==> config.mk <==
export PLATFORM = sky130hd
export DESIGN_NAME = vernam_deciph_flat
export DESIGN_NICKNAME = d
export VERILOG_FILES = /design/src/rtl/vernam_deciph_if.sv /design/src/rtl/vernam_deciph.sv /design/src/flat_wrapper.sv
export SDC_FILE = /design/constraint.sdc
export NUM_CORES = 1
export LEC_CHECK = 0
export BUFFER_PORTS_ARGS = -buffer_cell sky130_fd_sc_hd__buf_4
export CORE_MARGIN = 2
export CORE_UTILIZATION = 40
export DETAILED_ROUTE_END_ITERATION = 16
export HOLD_SLACK_MARGIN = 0.06
export PLACE_DENSITY = 0.74
export SLEW_MARGIN = 0
export SYNTH_ARGS = -nofsm -noshare
export SYNTH_HDL_FRONTEND = slang
export SYNTH_SLANG_ARGS = --single-unit
export TNS_END_PERCENT = 20
==> constraint.sdc <==
create_clock -name clk -period 2.3 [get_ports clk]
set_input_delay 0.23 -clock clk [delete_from_list [all_inputs] [get_ports clk]]
set_output_delay 0.23 -clock clk [all_outputs]
set_load 0.01 [all_outputs]
==> src/rtl/vernam_deciph_if.sv <==
// Valid/ready bundle for the Vernam decipher: ciphertext in, plaintext out.
// The slave modport is the decipher; the master modport is link plus sink.
interface vernam_deciph_if;
  logic [7:0] ct;
  logic       ct_valid;
  logic       ct_ready;
  logic [7:0] pt;
  logic       pt_valid;
  logic       pt_ready;

  modport slave  (input  ct, ct_valid, pt_ready, output ct_ready, pt, pt_valid);
  modport master (output ct, ct_valid, pt_ready, input  ct_ready, pt, pt_valid);
endinterface

==> src/rtl/vernam_deciph.sv <==
// Receive-side Vernam stream decipher: pt = ct ^ LFSR keystream, one-entry output register.
// Define VERNAM_DECIPH_ASCII_CHK_EN to add the pt_bad printable-ASCII flag output.
module vernam_deciph #(
  parameter logic [7:0]  KEY_SEED   = 8'hA5,
  parameter int unsigned BYTE_CNT_W = 16
) (
  input  logic                  clk,
  input  logic                  rst,
  vernam_deciph_if.slave        bus,
  input  logic                  resync,
  output logic [7:0]            key_dbg,
  output logic [BYTE_CNT_W-1:0] byte_cnt
`ifdef VERNAM_DECIPH_ASCII_CHK_EN
  ,
  output logic                  pt_bad
`endif
);

  typedef enum logic {EMPTY, FULL} state_e;

  state_e                state_q, state_d;
  logic [7:0]            key_q, key_d;
  logic [7:0]            pt_q, pt_d;
  logic [BYTE_CNT_W-1:0] cnt_q, cnt_d;
  logic                  accept;

  function automatic logic [7:0] lfsr_step(input logic [7:0] k);
    return {k[6:0], k[7] ^ k[5] ^ k[4] ^ k[3]};
  endfunction

  // Resync (and reset) outrank a pending byte: it is refused, not silently dropped.
  assign bus.ct_ready = !rst && !resync && ((state_q == EMPTY) || bus.pt_ready);
  assign accept       = bus.ct_valid && bus.ct_ready;

  // NOTE: every signal written here gets a default first, so no path can infer a latch.
  always_comb begin
    state_d = state_q;
    key_d   = key_q;
    pt_d    = pt_q;
    cnt_d   = cnt_q;
    if (resync) begin
      state_d = EMPTY;
      key_d   = KEY_SEED;
      pt_d    = 8'h00;
      cnt_d   = '0;
    end else begin
      case (state_q)
        EMPTY: if (accept) state_d = FULL;
        FULL:  if (bus.pt_ready && !accept) state_d = EMPTY;
        default: state_d = EMPTY;
      endcase
      if (accept) begin
        pt_d  = bus.ct ^ key_q;
        key_d = lfsr_step(key_q);
        cnt_d = cnt_q + BYTE_CNT_W'(1);
      end
    end
  end

  // NOTE: sequential state uses non-blocking assignments so every flop samples pre-edge values.
  always_ff @(posedge clk) begin
    if (rst) begin
      state_q <= EMPTY;
      key_q   <= KEY_SEED;
      pt_q    <= 8'h00;
      cnt_q   <= '0;
    end else begin
      state_q <= state_d;
      key_q   <= key_d;
      pt_q    <= pt_d;
      cnt_q   <= cnt_d;
    end
  end

  assign bus.pt_valid = (state_q == FULL);
  assign bus.pt       = pt_q;
  assign key_dbg      = key_q;
  assign byte_cnt     = cnt_q;

`ifdef VERNAM_DECIPH_ASCII_CHK_EN
  logic bad_q, bad_d;

  // The flag travels with pt, so it is evaluated on the byte being loaded.
  always_comb begin
    bad_d = bad_q;
    if (resync)      bad_d = 1'b0;
    else if (accept) bad_d = (pt_d < 8'h20) || (pt_d > 8'h7E);
  end

  always_ff @(posedge clk) begin
    if (rst) bad_q <= 1'b0;
    else     bad_q <= bad_d;
  end

  assign pt_bad = bad_q;
`endif

endmodule

==> src/flat_wrapper.sv <==
// flat-port wrapper written by rule: the top's interface ports become plain ports
module vernam_deciph_flat 
#(
  parameter logic [7:0]  KEY_SEED   = 8'hA5,
  parameter int unsigned BYTE_CNT_W = 16
)
  (clk, rst, resync, key_dbg, byte_cnt, bus_ct, bus_ct_valid, bus_pt_ready, bus_ct_ready, bus_pt, bus_pt_valid);
  vernam_deciph_if bus_i ();
  input  logic clk;
  input  logic rst;
  input  logic resync;
  output logic [7:0] key_dbg;
  output logic [BYTE_CNT_W-1:0] byte_cnt;
  input wire logic [$bits(bus_i.ct)-1:0] bus_ct;
  input wire logic [$bits(bus_i.ct_valid)-1:0] bus_ct_valid;
  input wire logic [$bits(bus_i.pt_ready)-1:0] bus_pt_ready;
  output wire logic [$bits(bus_i.ct_ready)-1:0] bus_ct_ready;
  output wire logic [$bits(bus_i.pt)-1:0] bus_pt;
  output wire logic [$bits(bus_i.pt_valid)-1:0] bus_pt_valid;
  assign bus_i.ct = bus_ct;
  assign bus_i.ct_valid = bus_ct_valid;
  assign bus_i.pt_ready = bus_pt_ready;
  assign bus_ct_ready = bus_i.ct_ready;
  assign bus_pt = bus_i.pt;
  assign bus_pt_valid = bus_i.pt_valid;
  vernam_deciph #(.KEY_SEED(KEY_SEED), .BYTE_CNT_W(BYTE_CNT_W)) u_core (.clk(clk), .rst(rst), .bus(bus_i), .resync(resync), .key_dbg(key_dbg), .byte_cnt(byte_cnt));
endmodule
==> impl_metrics.csv <==
group,metric,value,unit
drt,dr_total_vias,1317,
finish,multi_input_area,725.7,um2
setup_path,rr_worst_depth,5,
logic_synthesis,yosys.area_share.simple,0.2815,
clocking,postCtsSetupRepairBufs,0,
power_and_ir_drop,power_frac_clock,0.297,
power_and_ir_drop,seqPwrFrac,0.595,
drt,wl,3158,um
power_and_ir_drop,switching_share,0.2429,
logic_synthesis,synth_top_area_cell,"dfxtp_1",
global_route,grt_pass1_wl,5223,um
floorplan,die_w,63.82,um
power_and_ir_drop,power_density,541.9,nW/um2
logic_synthesis,synthMuxAreaShare,0.01399,
global_route,grt_pass1_vias,1151,
clocking,cts_repair_resize_count,0,
timing,finalHoldViolations,0,
power_and_ir_drop,cell_internal_pwr,766.4,uW
finish,n_antenna_cell,0,
timing,fin_skew,0.004669,ns
timing,drv_slew,0,
global_route,grt_usage,0.1611,
logic_synthesis,ys_ff_latch,33,
timing,relSlewSlack,0.5190,
setup_path,cp.required,2.56,ns
setup_path,critical_path_class,"reg2reg",
timing,tightest_slew,0.7196,ns
placement,place_congestion,0.7868,
global_route,overflow,0,
timing,finalSetupViolations,0,
logic_synthesis,yosys_warnings,0,
drt,vias_per_cell,5.008,
logic_synthesis,synth_area_leaders,"dfxtp_1, xnor2_1, nand3_1, nand2_1, o21ai_0",
logic_synthesis,syn_inst,168,
timing,finalSetupTns,0,ns
drt,post_drt_wl_per_cell,12.01,um
global_route,grt_max_degree,24,
finish,register_area,660.6,um2
setup_path,crit_slowest_cell,"or4_1",
clocking,h-tree-depth,2,
setup_path,crit_fanout,5,
floorplan,coreArea,3390,um2
setup_path,cp-start-kind,"flip-flop",
floorplan,start_util,0.4223,
clocking,insertion_delay,0.32,ns
finish,design_area,1868,um2
setup_path,arrival,2.11,ns
floorplan,io_pins,47,
logic_synthesis,synth_edf_count,0,
drt,ant_nets,0,
setup_path,cp.depth,5,
setup_path,crit_chain,"ha_1 > nand3_1 > or3_4 > or4_1 > a21oi_1",
power_and_ir_drop,pwr-share-comb,0.108,
clocking,holdBufCountCts,0,
logic_synthesis,synth_cell_types,27,
power_and_ir_drop,switchingPower,245.9,uW
setup_path,cp_top_family,"simple AND/OR/NAND/NOR gates",
finish,area_growth,30.51,%
placement,post-dp-hpwl,2320,um
placement,place_area,1819,um2
timing,max_freq,0.5395,GHz
worst_hold_path,min_path_cells,3,
clocking,cts.reportedPaths.clkPinSlew,0.10,ns
logic_synthesis,synth-compound-area-share,0.09878,
logic_synthesis,yosysTopAreaCellShare,0.4615,
outcome,status,"finished, final reports clean",
setup_path,crit_path_end_kind,"flip-flop",
clocking,cts_made_buffers,5,
power_and_ir_drop,vdd_ir_drop_max,0.3281,mV
logic_synthesis,async_flop_share,0,
floorplan,die_h,63.82,um
logic_synthesis,synthFlopType,"dfxtp_1",
logic_synthesis,synth_xor_area_frac,0.1040,
clocking,cts_buffer_depth,2,
logic_synthesis,yosysSeqAreaShare,0.4615,
clocking,cts-root-buf,"clkbuf_4",
clocking,numClockSinks,33,
drt,drc_errors,0,
timing,min_period,1.854,ns
drt,firstDrtPassIters,4,
logic_synthesis,yosysMostFrequentCell,"dfxtp_1",
setup_path,cp_slowest_stage_delay,0.51,ns
finish,fin_nets,230,
floorplan,row_count,21,
power_and_ir_drop,p_leak,0.0007371,uW
global_route,antenna_found_initial,0,
logic_synthesis,avgSynthCellArea,8.520,um2
timing,period_share,0.8059,
logic_synthesis,synth_commonest_cells,"dfxtp_1, nand2_1, nor2_1",
finish,n_fill_cell,317,
timing,rsz0062_at_grt,"false",
run,maxCapViolations,0,
logic_synthesis,netlist_area,1431,um2
worst_hold_path,hp-class,"in2reg",
floorplan,die_area,4073,um2
setup_path,path_buf_inv,0,
placement,io_buffers,46,
logic_synthesis,synthAdderAreaFrac,0.008741,
clocking,cts_tree,"yes",
drt,drtIter0Drc,45,
logic_synthesis,synth_top_family_by_area,"simple AND/OR/NAND/NOR gates",
logic_synthesis,synth_nets,182,
finish,drive_gt1_frac,0.2581,
## cell families (layout without fill, tap and decap cells)
| logic type | Yosys count | after routing |
|---|---|---|
| simple gates | 79 | 79 |
| fa+ha+maj | 1 | 1 |
| mux | 2 | 2 |
| compound gates | 26 | 26 |
| xor+xnor | 17 | 17 |
| buf+inv | 10 | 59 |
| flops | 33 | 33 |
## cell type report
class	instances	area share
clock buffers	8	0.02612
multi-input cells	125	0.3885
well taps	46	0.03081
flip-flops and latches	33	0.3537
repair buffers	49	0.1969
inverters	2	0.004019
## power by group through the flow
stage / clock (uW) / combinational (uW) / sequential, uW
6_report: 301 / 109 / 602
2_1_floorplan: 0 / 50.4 / 620
4_1_cts: 314 / 111 / 602
3_3_place_gp: 0 / 110 / 615
5_1_grt: 348 / 119 / 605
3_5_place_dp: 0 / 111 / 616
## metal layers
| metal | vias up | wire length (um) | global-route usage |
|---|---|---|---|
| li1 | 682 | - | - |
| met1 | 590 | 1427 | 0.1996 |
| met2 | 40 | 1514 | 0.2630 |
| met3 | 5 | 166 | 0.04225 |
| met4 | 0 | 48 | 0.06793 |
| met5 | - | 0 | 0 |
## cells in the final DEF (no fill, tap or decap), types with 2 or more instances in the layout
| master | instances |
|---|---|
| nor4_1 | 3 |
| a21oi_1 | 9 |
| clkbuf_4 | 5 |
| nor3_1 | 4 |
| or3_4 | 2 |
| and4_1 | 3 |
| o31ai_1 | 3 |
| clkbuf_1 | 3 |
| dfxtp_1 | 33 |
| o21ai_0 | 13 |
| or3_1 | 2 |
| nand3_1 | 16 |
| inv_1 | 2 |
| nor2_1 | 17 |
| nand2_1 | 19 |
| xnor2_1 | 16 |
| or4_1 | 3 |
| buf_4 | 49 |
| nand4_1 | 5 |
| mux2i_1 | 2 |
## tightest hold or removal path, stage by stage
cell and delay [ns]:
buf_4 0.11, nor2_1 0.05, nor2_1 0.07
## through the flow
step                  util  power [uW]  setup WS, ns  hold slack (ns)  std cells
floorplan                -       670.8        0.5403           0.3507        168
global placement    0.5367       724.6        0.4799           0.4551        255
detailed placement  0.5367       726.1        0.4572           0.4663        255
CTS                 0.5511        1027        0.4427           0.1631        263
global route        0.5511        1072        0.3327           0.1768        263
finish              0.5511        1012        0.4464           0.1707        263
## final timing paths
| kind | start | end | slack, ns |
|---|---|---|---|
| setup / recovery | u_core.byte_cnt[0] | u_core.byte_cnt[12] | 0.45 |
| hold / removal | bus_ct_valid | u_core.bus.pt_valid | 0.17 |
| setup reg to reg | u_core.byte_cnt[0] | u_core.byte_cnt[12] | 0.45 |
| hold reg to reg | u_core.bus.pt[6] | u_core.bus.pt[6] | 0.48 |
## sequential cells by signal (all words and copies together), names as in the netlist
name,flops
u_core.byte_cnt,16
u_core.bus.pt,8
u_core.key_dbg,8
u_core.bus.pt_valid,1
Note: power is estimated with default switching activity, not from simulation.
